--- src/rtl/flag_cond_unit.sv ---
// NZCV flag register with exception save/restore and a one-deep registered
// ARM condition-check result stage with valid/ready handshake.
module flag_cond_unit (
    input  logic       clk,
    input  logic       rst_n,
    input  logic       flag_we,
    input  logic [3:0] new_flag,
    output logic [3:0] flags,
    input  logic       cond_valid,
    input  logic [3:0] cond,
    output logic       cond_ready,
    output logic       out_valid,
    input  logic       out_ready,
    output logic       cond_pass,
    input  logic       exc_entry,
    input  logic       exc_return,
    output logic [3:0] saved_flags
);

    // Flag layout: [3]=N [2]=Z [1]=C [0]=V
    function automatic logic cond_eval(input logic [3:0] c, input logic [3:0] f);
        logic n, z, cy, v;
        logic r;
        n  = f[3];
        z  = f[2];
        cy = f[1];
        v  = f[0];
        unique case (c)
            4'd0:    r = z;
            4'd1:    r = !z;
            4'd2:    r = cy;
            4'd3:    r = !cy;
            4'd4:    r = n;
            4'd5:    r = !n;
            4'd6:    r = v;
            4'd7:    r = !v;
            4'd8:    r = cy && !z;
            4'd9:    r = !cy || z;
            4'd10:   r = (n == v);
            4'd11:   r = (n != v);
            4'd12:   r = !z && (n == v);
            4'd13:   r = z || (n != v);
            4'd14:   r = 1'b1;
            default: r = 1'b0;
        endcase
        return r;
    endfunction

    logic [3:0] eff_flags;
    logic       accept;
    logic       pass_p0;

    // Restore bypass wins over the commit bypass so an instruction issued
    // alongside exc_return sees the flags it will actually run under.
    always_comb begin
        eff_flags = flags;
        if (exc_return)
            eff_flags = saved_flags;
        else if (flag_we)
            eff_flags = new_flag;
    end

    assign cond_ready = !out_valid || out_ready;
    assign accept     = cond_valid && cond_ready;
    assign pass_p0    = cond_eval(cond, eff_flags);

    // Architectural flag state: commits and save/restore ignore the handshake
    always_ff @(posedge clk or negedge rst_n) begin
        if (!rst_n) begin
            flags       <= 4'b0000;
            saved_flags <= 4'b0000;
        end else begin
            if (exc_return)
                flags <= saved_flags;
            else if (flag_we)
                flags <= new_flag;
            if (exc_entry && !exc_return)
                saved_flags <= eff_flags;
        end
    end

    // Result stage: registered pass bit, overwritten in place on back-to-back accepts
    always_ff @(posedge clk or negedge rst_n) begin
        if (!rst_n) begin
            out_valid <= 1'b0;
            cond_pass <= 1'b0;
        end else begin
            if (accept) begin
                out_valid <= 1'b1;
                cond_pass <= pass_p0;
            end else if (out_ready) begin
                out_valid <= 1'b0;
            end
        end
    end

endmodule

--- config.mk ---
export PLATFORM = sky130hd
export DESIGN_NAME = flag_cond_unit
export DESIGN_NICKNAME = d
export VERILOG_FILES = /design/src/rtl/flag_cond_unit.sv
export SDC_FILE = /design/constraint.sdc
export NUM_CORES = 1
export LEC_CHECK = 0
export CORE_MARGIN = 2
export CORE_UTILIZATION = 45
export CTS_CLUSTER_DIAMETER = 60
export CTS_CLUSTER_SIZE = 25
export DETAILED_ROUTE_END_ITERATION = 10
export PLACE_DENSITY = 0.82
export SETUP_SLACK_MARGIN = 0.05
export SYNTH_ARGS = -nofsm -noshare
export SYNTH_HDL_FRONTEND = slang
export SYNTH_SLANG_ARGS = --single-unit
--- constraint.sdc ---
create_clock -name clk -period 2.96 [get_ports clk]
set_input_delay 0.296 -clock clk [delete_from_list [all_inputs] [get_ports clk]]
set_output_delay 0.296 -clock clk [all_outputs]
set_load 0.005 [all_outputs]
==> Word level (Yosys, flattened, before mapping) <==
Index checks and enable logic that the tools add are counted.
{ "op_classes": {"div_mod_pow": 0, "n_mul": 0, "eq_ne": 16, "shifts": 0, "n_reduce_logical": 15, "mux": 5, "magnitude_cmp": 0, "n_bitwise": 0, "add_sub_neg": 0} }
{ "op_table": {"columns": ["op", "count"], "rows": [
  ["4-bit equality test (second input constant)", 7],
  ["4-bit by 3-bit equality test with 1-bit output (second input constant)", 4],
  ["1-bit one-hot mux with 15 select lines", 1],
  ["4-bit by 2-bit equality test with 1-bit output (second input constant)", 2],
  ["4-bit 2-to-1 mux", 2],
  ["1-bit zero test", 6],
  ["4-bit by 1-bit equality test with 1-bit output (second input constant)", 1],
  ["1-bit logical AND", 4],
  ["4-bit zero test", 1],
  ["1-bit logical OR", 3],
  ["1-bit 2-to-1 mux", 2],
  ["2-bit nonzero test", 1],
  ["1-bit equality test", 1],
  ["1-bit inequality test", 1]
]} }
{ "totals": {"mem_count": 0, "inputBits": 15, "romBits": 0, "ramBits": 0, "reg_bits": 10, "latch_bits": 0} }

==> Logic depth before layout (Yosys ltp) <==
Gate-level depths: netlist (run 1).
{ "depth": {"ltp_word": 5, "ltp_mapped": 7, "ltp_nobuf": 6} }

==> Worst setup path before layout (run 1) <==
OpenSTA, ideal clock, no wires.
{ "synth_path": {"path_kind": "reg2reg", "start": "reg flags[3]", "end": "reg cond_pass", "setup_slack_ns": 1.374, "required_ns": 2.829, "t_arrival_ns": 1.455, "path_stages_with_launch": 7, "path_buffers": 0, "synth_period_minus_slack_ns": 1.586, "cell_sequence": "dfrtp_1 xnor2_1 mux2i_1 o21ai_0 mux2_4 a311oi_1 a21oi_1"} }
{ "synth_via": {"elab_chain_len": 5, "elab_cells_between_ends": 8} }
{ "synth_lines": {"columns": ["element", "line_no", "rtl"], "rows": [
  ["from (decl)", "8", "output logic [3:0] flags,"],
  ["from (signal assigned)", "74", "flags <= saved_flags;"],
  ["from (signal assigned)", "76", "flags <= new_flag;"],
  ["4-bit 2-to-1 mux (*) (2 in series)", null, null],
  ["1-bit inequality test or 1-bit equality test (tied branches)", null, null],
  ["1-bit logical OR or 1-bit logical AND (tied branches)", "42, 41", null],
  ["1-bit one-hot mux with 15 select lines (*)", "28", "unique case (c)"],
  ["to (signal assigned)", "90", "cond_pass <= pass_p0;"],
  ["to (decl)", "14", "output logic cond_pass,"]
]} }
Every way passes the cells marked *; elsewhere a longest branch is shown, timed or not.
A chain may end at the register's enable or synchronous reset.

==> Final worst setup path (run 1) <==
{ "layout_path": {"start": "in exc_return", "end": "reg cond_pass"} }
{ "layout_via": {"elab_chain_len": 4, "elab_cells_between_ends": 12} }
{ "layout_lines": {"columns": ["element", "line_no", "rtl"], "rows": [
  ["from (decl)", "16", "input logic exc_return,"],
  ["4-bit 2-to-1 mux (*)", null, null],
  ["1-bit inequality test (tied with other cells)", "40, 42", null],
  ["1-bit logical OR (tied with other cells)", "42", "4'd13: r = z || (n != v);"],
  ["1-bit one-hot mux with 15 select lines (*)", "28", null]
]} }
Marks and branches as above.

==> results of run 1 <==
worst register-to-register path, cell delays in order, from the launching register on:
cell and delay [ps]:
dfrtp_1 400, xnor2_1 170, mux2i_1 110, o21ai_0 230, mux2_4 320, a311oi_1 250, a21oi_1 90
routing by layer:
metal	routed length (um)	vias to the layer above	share of wire, %	global-route usage (%)
met4	21	0	1.4	5.63
met1	629	277	41	24.0
met2	717	30	47	27.4
li1	-	295	-	-
met3	162	5	11	9.05
met5	0	-	0	0
cell type report:
type                            instances  area share, %
Tap cell                               15           2.01
Inverter                                1          0.402
Sequential cell                        10           26.8
Multi-Input combinational cell         54           41.6
Timing Repair Buffer                   25           26.8
Clock buffer                            3           2.41
per-stage QoR:
step / worst slack [ps] / total power [mW] / hold slack, ps / utilization [%] / instances
floorplan: 1370 / 0.262 / 0.409 / - / 68
global placement: 773 / 0.343 / 496 / 68.4 / 105
detailed placement: 770 / 0.347 / 500 / 68.4 / 105
CTS: 1050 / 0.437 / 354 / 70.1 / 108
global route: 919 / 0.465 / 374 / 70.1 / 108
finish: 1060 / 0.435 / 344 / 70.1 / 108
registers in the layout (all words and copies together), names as in the netlist:
signal       cells
cond_pass        1
flags            4
out_valid        1
saved_flags      4
cells by family (layout without fill, tap and decap cells):
| logic type | after synthesis | count (layout) | share of synthesized area [%] |
|---|---|---|---|
| buf+inv | 4 | 29 | 3.77 |
| xor+xnor | 6 | 6 | 7.91 |
| mux | 8 | 8 | 13.7 |
| simple gates | 22 | 22 | 18.6 |
| compound gates | 18 | 18 | 18.3 |
| flops | 10 | 10 | 37.7 |
layout by cell type (no fill, tap or decap):
cell type	instances
inv_1	1
nor2_2	1
a211oi_1	1
mux2i_2	1
or3b_1	1
a21oi_4	1
nand4_1	1
mux2i_1	4
xnor2_1	4
mux2_2	2
xor2_1	2
nor2b_1	4
a32oi_1	1
and4b_1	1
mux2_4	1
nand2_1	7
nor2_1	2
a311oi_1	1
dfrtp_1	10
a31oi_1	1
clkbuf_4	3
or3_1	1
o21ai_0	5
clkdlybuf4s50_1	25
o21a_1	1
a21oi_1	5
nand4b_1	1
o211ai_1	1
a41oi_1	1
nand2b_1	3
power by group:
part	total (mW)	leakage (nW)	internal (mW)	switching, mW
logic	0.169	0.241	0.0990	0.0695
registers	0.178	0.118	0.158	0.0194
clock network	0.0888	0.0138	0.0467	0.0420
total	0.435	0.373	0.304	0.131
worst paths after layout:
path / cells past startpoint / endpoint / start
max in group asynchronous: 1 / out_valid$_DFFE_PN0P_ / rst_n
min: 1 / flags[1]$_DFF_PN0_ / rst_n
min reg2reg: 2 / saved_flags[1]$_DFFE_PN0P_ / saved_flags[1]$_DFFE_PN0P_
max: 7 / cond_pass$_DFFE_PN0P_ / exc_return
min in group clk: 2 / saved_flags[1]$_DFFE_PN0P_ / saved_flags[1]$_DFFE_PN0P_
max reg2reg: 6 / cond_pass$_DFFE_PN0P_ / flags[3]$_DFF_PN0_
==> summary.txt, run 1 <==
Floorplanning
  • Die ar.: about 1800 sq um
  • Die height: about 42 um
  • Die width: roughly 42 um
  • Starting Density: ~50%
  • Core ar.: 1330 sq um
  • Ports: 26
  • Row count: 13

Detailed routing
  • DRT Pass-1 Iters: 4
  • Wire per inst: about 14 um
  • Via count: around 610
  • DRT antenna net count: 0
  • DR iter-0 viols: 15
  • DRC: 0
  • Final WL: ~1.5 mm
  • DR vias/cell: between 5 and 6

CTS
  • H-tree Lvls: 1
  • CTS tree: built
  • Num CTS Buffers: 3
  • Later-pin clock latency in the skew report: about 260 ps
  • Worst-path clk slew: 60 ps
  • Clock Sinks: 10
  • Post-CTS resize count: 0
  • Maximum root-to-sink buffer count: 2
  • Hold buffers post-CTS: 0
  • Post-CTS setup buffers: 0
  • Root Driver: clkbuf_4

GRT
  • Vias in the first global route: roughly 550
  • GRT Util Overall: between 10% and 20%
  • Initial antenna violation count: 0
  • GR Overflow Total: 0
  • First-pass GRT wire length: 2.48 mm
  • Largest net degree at the start of global routing: 12

Placement
  • Detail Placement HPWL: approximately 1.2 mm
  • PortBufs: 25
  • Gpl congestion: roughly 0.8
  • Post-DP Area: just over 900 sq um

Synth
  • Ys flop type: dfrtp_1
  • Yosys top cell by area: dfrtp_1
  • Post-synth EDFFs: 0
  • Syn Std Cell Area: between 600 and 700 sq um
  • Yosys cell types: 30
  • Ys Warns: 0
  • Mapped Nets: 83
  • Top cells by instance count after synthesis: dfrtp_1, nand2_1, a21oi_1, o21ai_0
  • Most frequent cell after synthesis: dfrtp_1
  • Area contributors post-synth: dfrtp_1, mux2i_1, xnor2_1
  • Average cell area after synthesis: 9.77 sq um
  • Synthesized netlist cell count: 68
  • Yosys top cell area share: between 30% and 40%
  • Register area share after synthesis: ~38%
  • Asr flop ratio synth: 100%
  • Yosys reg bits: 10

Worst hold path
  • Worst hold-check path type: input pin to async pin

Worst setup path
  • Startpoint class of the critical path: input pin
  • Worst Path Max Fanout: 11
  • WP data arrival: ~2000 ps
  • Max incr delay on CP: around 670 ps
  • Cell breakdown of the critical path: clkdlybuf4s50_1 -> inv_1 -> a211oi_1 -> xor2_1 -> and4b_1 -> a311oi_1 -> a21oi_1
  • CP required: a little over 3000 ps
  • R2r setup slk: roughly 1300 ps
  • Setup CP Type: input pin to flip-flop
  • CP top delay family: buffers and inverters
  • Critical path capture point type: flip-flop
  • Critical path's slowest cell: clkdlybuf4s50_1
  • Buf/Inv on CP: 2

Pwr
  • Power Dens Cells: 465 nW/um^2
  • Peak VDD IR: 316 uV
  • Leak: ~0.37 nW

Job
  • Maximum Capacitance Violations: 0

Timing
  • Max_slew headroom: 70.5%
  • Tcrit/Tclk final: 64.3%
  • Min cycle time layout: between 1500 and 2000 ps
  • Clk_skew: between 3 and 4 ps
  • Maximum clock frequency: between 0.5 and 0.6 GHz
  • Least-Margin Pin Slew: roughly 440 ps
  • Pins Over Slew Limit: 0
  • Setup_tns: 0 ps
  • Final hold violations: 0
  • Unrepaired setup endpoints after global routing: false
  • Setup violations, final: 0

Finish
  • Seq. cell area: around 250 sq um
  • Multi-input logic area: just under 400 sq um
  • Post-route cell area: a little over 900 sq um
  • Antenna Cells: 0
  • Synthesis-to-finish area growth: 40.7%
  • Share of layout cells above drive strength 1: around 9.7%
  • Filler cells: 100
  • Layout net count: between 100 and 150

Outcome
  • Status: complete, no violations
No activity file was read; power rests on OpenSTA's default activity.
==> inputs of run 2 (changes only) <==
- CORE_UTILIZATION: 45 -> 42
- PLACE_DENSITY: 0.82 -> 0.78
- clock period: 2.96 -> 1.9 ns (I/O delays scaled with it)
==> run 2 against run 1 <==
  * Sequential share of layout area fell by 1.0 points
  * Sequential cell count unchanged
  * First-iteration DRC count down 33%
  * Die area increased by 6.4%
  * Sequential power increased by 56%
  * Via count up 4.0%
  * Final area rose by 4.0%
  * Critical endpoint unchanged
  * Largest power group unchanged
==> summary.txt, run 2 (same netlist as run 1, synthesis figures left out) <==
Timing
  • Min cycle time layout: between 1500 and 2000 ps
  • Least-Margin Pin Slew: around 440 ps
  • Maximum clock frequency: just under 0.6 GHz
  • Tcrit/Tclk final: around 90%
  • Unrepaired setup endpoints after global routing: false
  • Setup violations, final: 0
  • Pins Over Slew Limit: 0
  • Max_slew headroom: 70.3%
  • Final Hold Slack: between 200 and 250 ps
  • Setup_tns: 0 ps
  • Final hold violations: 0
  • Clk_skew: between 0.7 and 0.8 ps

CTS
  • Post-CTS setup buffers: 0
  • Clock Sinks: 10
  • H-tree Lvls: 1
  • Maximum root-to-sink buffer count: 2
  • Later-pin clock latency in the skew report: 260 ps
  • Post-CTS resize count: 0
  • CTS tree: built
  • Worst-path clk slew: 60 ps
  • Root Driver: clkbuf_4
  • Num CTS Buffers: 3
  • Hold buffers post-CTS: 0

Floorplanning
  • Ports: 26
  • Row count: 14
  • Starting Density: 44.6%
  • Die ar.: between 1500 and 2000 sq um
  • Die width: about 44 um
  • Die height: ~44 um
  • Core ar.: about 1500 sq um

GRT
  • Vias in the first global route: around 600
  • Initial antenna violation count: 0
  • GR Overflow Total: 0
  • Largest net degree at the start of global routing: 11
  • First-pass GRT wire length: approximately 2.5 mm
  • GRT Util Overall: between 10% and 20%

Finish
  • Final cell count without fillers: roughly 110
  • Most common cell after layout, fill and taps aside: clkdlybuf4s50_1
  • Seq. cell area: approximately 250 sq um
  • Top Registers: flags: 4 flops, saved_flags: 4 flops
  • Layout net count: around 110
  • Synthesis-to-finish area growth: 46.3%
  • Share of layout cells above drive strength 1: between 10 and 15%
  • Most frequent cells in the layout: clkdlybuf4s50_1, dfrtp_1, nand2_1
  • Filler cells: ~130
  • Multi-input logic area: approximately 400 sq um
  • Antenna Cells: 0

Worst setup path
  • Cell breakdown of the critical path: clkdlybuf4s50_1 -> xnor2_1 -> mux2i_1 -> o21ai_0 -> mux2_4 -> a311oi_1 -> a21oi_1
  • CP required: a little over 2000 ps
  • Max incr delay on CP: 510 ps
  • Startpoint class of the critical path: input pin
  • Buf/Inv on CP: 1
  • Setup CP Type: input pin to flip-flop
  • Critical path's slowest cell: clkdlybuf4s50_1
  • Reg2reg end: cond_pass$_DFFE_PN0P_
  • R2r setup slk: approximately 200 ps
  • Critical path capture point type: flip-flop
  • Worst reg2reg path depth: 6
  • CP top delay family: compound AO/OA/AOI/OAI gates
  • Worst Path Max Fanout: 2
  • WP data arrival: 1840 ps
  • Critical R2R Launch: flags[3]$_DFF_PN0_

Detailed routing
  • DR vias/cell: roughly 5.6
  • Via count: approximately 630
  • DRT Pass-1 Iters: 4
  • DRC: 0
  • Final WL: ~1.5 mm
  • Wire per inst: 13.5 um
  • DR iter-0 viols: 10
  • DRT antenna net count: 0

Job
  • Maximum Capacitance Violations: 0

Pwr
  • Power Dens Cells: about 700 nW/um^2
  • Leak: ~0.4 nW
  • Peak VDD IR: ~450 uV

Worst hold path
  • Worst hold-check path type: input pin to async pin

Placement
  • PortBufs: 25
  • Gpl congestion: approximately 0.84
  • Detail Placement HPWL: 1.20 mm
  • Inst Count DP: 110

Outcome
  • Status: complete, no violations
==> run 2: through the flow <==
stage | utilization, % | setup slack (ps) | total power, mW | area, sq um
after floorplan | - | 314 | 0.409 | 664
after global placement | 63.4 | -173 | 0.542 | 943
after detailed placement | 63.4 | -186 | 0.545 | 943
after CTS | 64.9 | 96.3 | 0.688 | 966
after global routing | 65.3 | 76.2 | 0.732 | 972
final | 65.3 | 195 | 0.684 | 972
==> run 2: layer usage <==
layer  routed length [um]  GRT usage [%]  part of all wire [%]
met1                  613           20.9                    40
met2                  777           30.6                    51
met3                  139           6.25                   9.1
met4                    0           4.85                     0
met5                    0              0                     0
==> run 2: layout make-up <==
class | instances | area share, %
flip-flops and latches | 10 | 25.7
multi-input cells | 54 | 40.4
repair buffers | 29 | 29.1
inverters | 1 | 0.386
well taps | 16 | 2.06
clock buffers | 3 | 2.32
==> run 2: how the worst max path moves through the flow <==
stage | from | end | slack [ps] | cells after the start
after floorplan | flags[3]$_DFF_PN0_ | cond_pass$_DFFE_PN0P_ | 310 | 6
after global routing | flags[3]$_DFF_PN0_ | cond_pass$_DFFE_PN0P_ | 80 | 6
after detailed placement | flag_we | cond_pass$_DFFE_PN0P_ | -190 | 7
after global placement | flag_we | cond_pass$_DFFE_PN0P_ | -170 | 7
final | new_flag[3] | cond_pass$_DFFE_PN0P_ | 190 | 7
after CTS | flag_we | cond_pass$_DFFE_PN0P_ | 100 | 7
==> run 2: where the power goes <==
group          switching (mW)  internal, mW
Combinational           0.106         0.162
Sequential             0.0301         0.246
Clock                  0.0657        0.0728
Total                   0.202         0.482
==> inputs of run 3 (changes only) <==
- CORE_ASPECT_RATIO: not set -> 2
- CORE_UTILIZATION: 42 -> 25
- PLACE_DENSITY: 0.78 -> not set
- REMOVE_ABC_BUFFERS: not set -> 1
==> run 3 against run 2 <==
  * Fmax fell by 2.3%
  * Highest routed layer is now met4
  * Largest power group is now combinational cells
  * Critical endpoint unchanged
  * Combinational power up 5%
  * Register-to-register slack improved by 40 ps
  * Hold slack better by 30 ps
  * Critical path depth up 1
==> summary.txt, run 3 (same netlist as run 1, synthesis figures left out) <==
Worst setup path
  • Worst Path Max Fanout: 3
  • Critical path's slowest cell: clkdlybuf4s50_1
  • Critical path capture point type: flip-flop
  • Max incr delay on CP: 510 ps
  • CP Capture Point: cond_pass$_DFFE_PN0P_
  • WP data arrival: 1860 ps
  • Crit. Startpoint: new_flag[3]
  • CP required: around 2000 ps
  • R2r setup slk: roughly 240 ps
  • Critical R2R Launch: flags[3]$_DFF_PN0_
  • Reg2reg end: cond_pass$_DFFE_PN0P_
  • Worst reg2reg path depth: 6
  • Startpoint class of the critical path: input pin
  • Setup CP Type: input pin to flip-flop
  • Cell breakdown of the critical path: clkdlybuf4s50_1 -> buf_4 -> mux2i_1 -> a211oi_1 -> xor2_1 -> and4b_1 -> a311oi_1 -> a21oi_1

Finish
  • Multi-input logic area: 389 sq um
  • Post-route cell area: between 1000 and 1500 sq um
  • Most frequent cells in the layout: clkdlybuf4s50_1, dfrtp_1, buf_4
  • Synthesis-to-finish area growth: 58.0%
  • Most common cell after layout, fill and taps aside: clkdlybuf4s50_1
  • Filler cells: between 200 and 300
  • Top Registers: flags: 4 flops, saved_flags: 4 flops
  • Layout net count: between 100 and 150
  • Seq. cell area: around 250 sq um
  • Share of layout cells above drive strength 1: 18.4%
  • Antenna Cells: 0
  • Finished Core Util: 41.4%

CTS
  • CTS tree: built
  • Worst-path clk slew: ~50 ps
  • H-tree Lvls: 1
  • Later-pin clock latency in the skew report: 240 ps
  • Num CTS Buffers: 3
  • Clock Sinks: 10
  • Post-CTS setup buffers: 0
  • Root Driver: clkbuf_8
  • Maximum root-to-sink buffer count: 2
  • Hold buffers post-CTS: 0

Placement
  • Post-DP Area: approximately 1000 sq um
  • PortBufs: 25
  • Gpl congestion: ~0.8
  • Detail Placement HPWL: about 1.5 mm

Outcome
  • Status: complete, no violations

Pwr
  • Seq pwr share: 33.3%
  • Net Switching: 228 uW
  • Leak: between 0.4 and 0.5 nW
  • Clock power frac: 32.5%
  • Switching share of power: 27.5%
  • Peak VDD IR: approximately 310 uV
  • Int Power: between 500 and 600 uW
  • Gate power share: between 30% and 40%
  • Overall power: 827 uW
  • Power Dens Cells: between 700 and 800 nW/um^2

Detailed routing
  • DR vias/cell: roughly 5
  • Via count: about 650
  • DRT Pass-1 Iters: 4
  • Final WL: between 1.5 and 2 mm
  • DRT antenna net count: 0
  • Wire per inst: ~14 um
  • DR iter-0 viols: 14
  • DRC: 0

Floorplanning
  • Die height: approximately 77 um
  • Row count: 26
  • Core ar.: about 2500 sq um
  • Starting Density: 26.2%
  • Ports: 26
  • Die width: around 40 um
  • Die ar.: 3110 sq um

Timing
  • Setup violations, final: 0
  • Clk_skew: roughly 0.39 ps
  • Unrepaired setup endpoints after global routing: false
  • Final hold violations: 0
  • Maximum clock frequency: approximately 0.57 GHz
  • Pins Over Slew Limit: 0
  • Max_slew headroom: between 60 and 70%
  • Tcrit/Tclk final: roughly nine tenths
  • Min cycle time layout: around 1700 ps
  • Setup_tns: 0 ps
  • Final Hold Slack: around 270 ps
  • Least-Margin Pin Slew: 462 ps

GRT
  • Vias in the first global route: 659
  • GR Overflow Total: 0
  • Largest net degree at the start of global routing: 11
  • First-pass GRT wire length: 2.88 mm
  • Initial antenna violation count: 0
  • GRT Util Overall: between 10 and 15%

Worst hold path
  • Worst hold-check path type: input pin to async pin

Job
  • Maximum Capacitance Violations: 0
-- run 3: changes by cell type in the layout (fill, tap and decap cells not counted), sizes merged --
cell          before  now
clkbuf             3    4
dlygate4sd2        0    1
dlymetal6s2s       1    0
buf                4    9
-- run 3: worst max-delay path, delay by kind of cell --
kind | cells | cell delay (ps)
AOI/OAI and AO/OA | 3 | 650
buffers and inverters | 2 | 630
and+or+nand+nor | 1 | 190
xor gates and xnor gates | 1 | 100
muxes | 1 | 90
-- run 3: layout make-up --
| class | count | share of cell area (%) |
|---|---|---|
| multi-input cells | 54 | 37.1 |
| well taps | 28 | 3.34 |
| repair buffers | 34 | 30.2 |
| flip-flops and latches | 10 | 23.8 |
| clock buffers | 4 | 5.24 |
| inverters | 1 | 0.358 |
-- run 3: worst min-delay path by stage --
stage                                          start  depth (start not counted)                          to  slack (ps)
after floorplan                                rst_n                          0       cond_pass$_DFFE_PN0P_        -110
after detailed placement  saved_flags[2]$_DFFE_PN0P_                          2  saved_flags[2]$_DFFE_PN0P_         510
after global placement    saved_flags[2]$_DFFE_PN0P_                          2  saved_flags[2]$_DFFE_PN0P_         490
after global routing                           rst_n                          1  saved_flags[2]$_DFFE_PN0P_         330
final                                          rst_n                          1       out_valid$_DFFE_PN0P_         270
after CTS                                      rst_n                          1       out_valid$_DFFE_PN0P_         290
-- run 3: power by group through the flow --
stage | sequential, mW | combinational [mW] | clock (mW)
floorplan | 0.278 | 0.121 | 0
global placement | 0.280 | 0.279 | 0
detailed placement | 0.280 | 0.285 | 0
CTS | 0.276 | 0.285 | 0.276
global route | 0.282 | 0.309 | 0.290
finish | 0.275 | 0.283 | 0.269
-- run 3: timing repair --
item,CTS,global route
setup endpoints to repair,1,1
gates cloned,0,0
pin swaps,0,0
resized for setup,1,1
-- run 3: per-stage QoR --
| stage | setup WS, ps | cells |
|---|---|---|
| after floorplan | 314 | 65 |
| after global placement | -164 | 127 |
| after detailed placement | -204 | 127 |
| after CTS | 129 | 131 |
| after global routing | 80.1 | 131 |
| final | 155 | 131 |
-- run 3: per-layer routing --
layer  global-route usage, %  up-vias  share of wire (%)
met4                    10.0        0                3.6
met2                    24.1       32                 57
met5                       0        -                  0
li1                        -      313                  -
met1                    11.8      301                 33
met3                    3.47        5                5.8
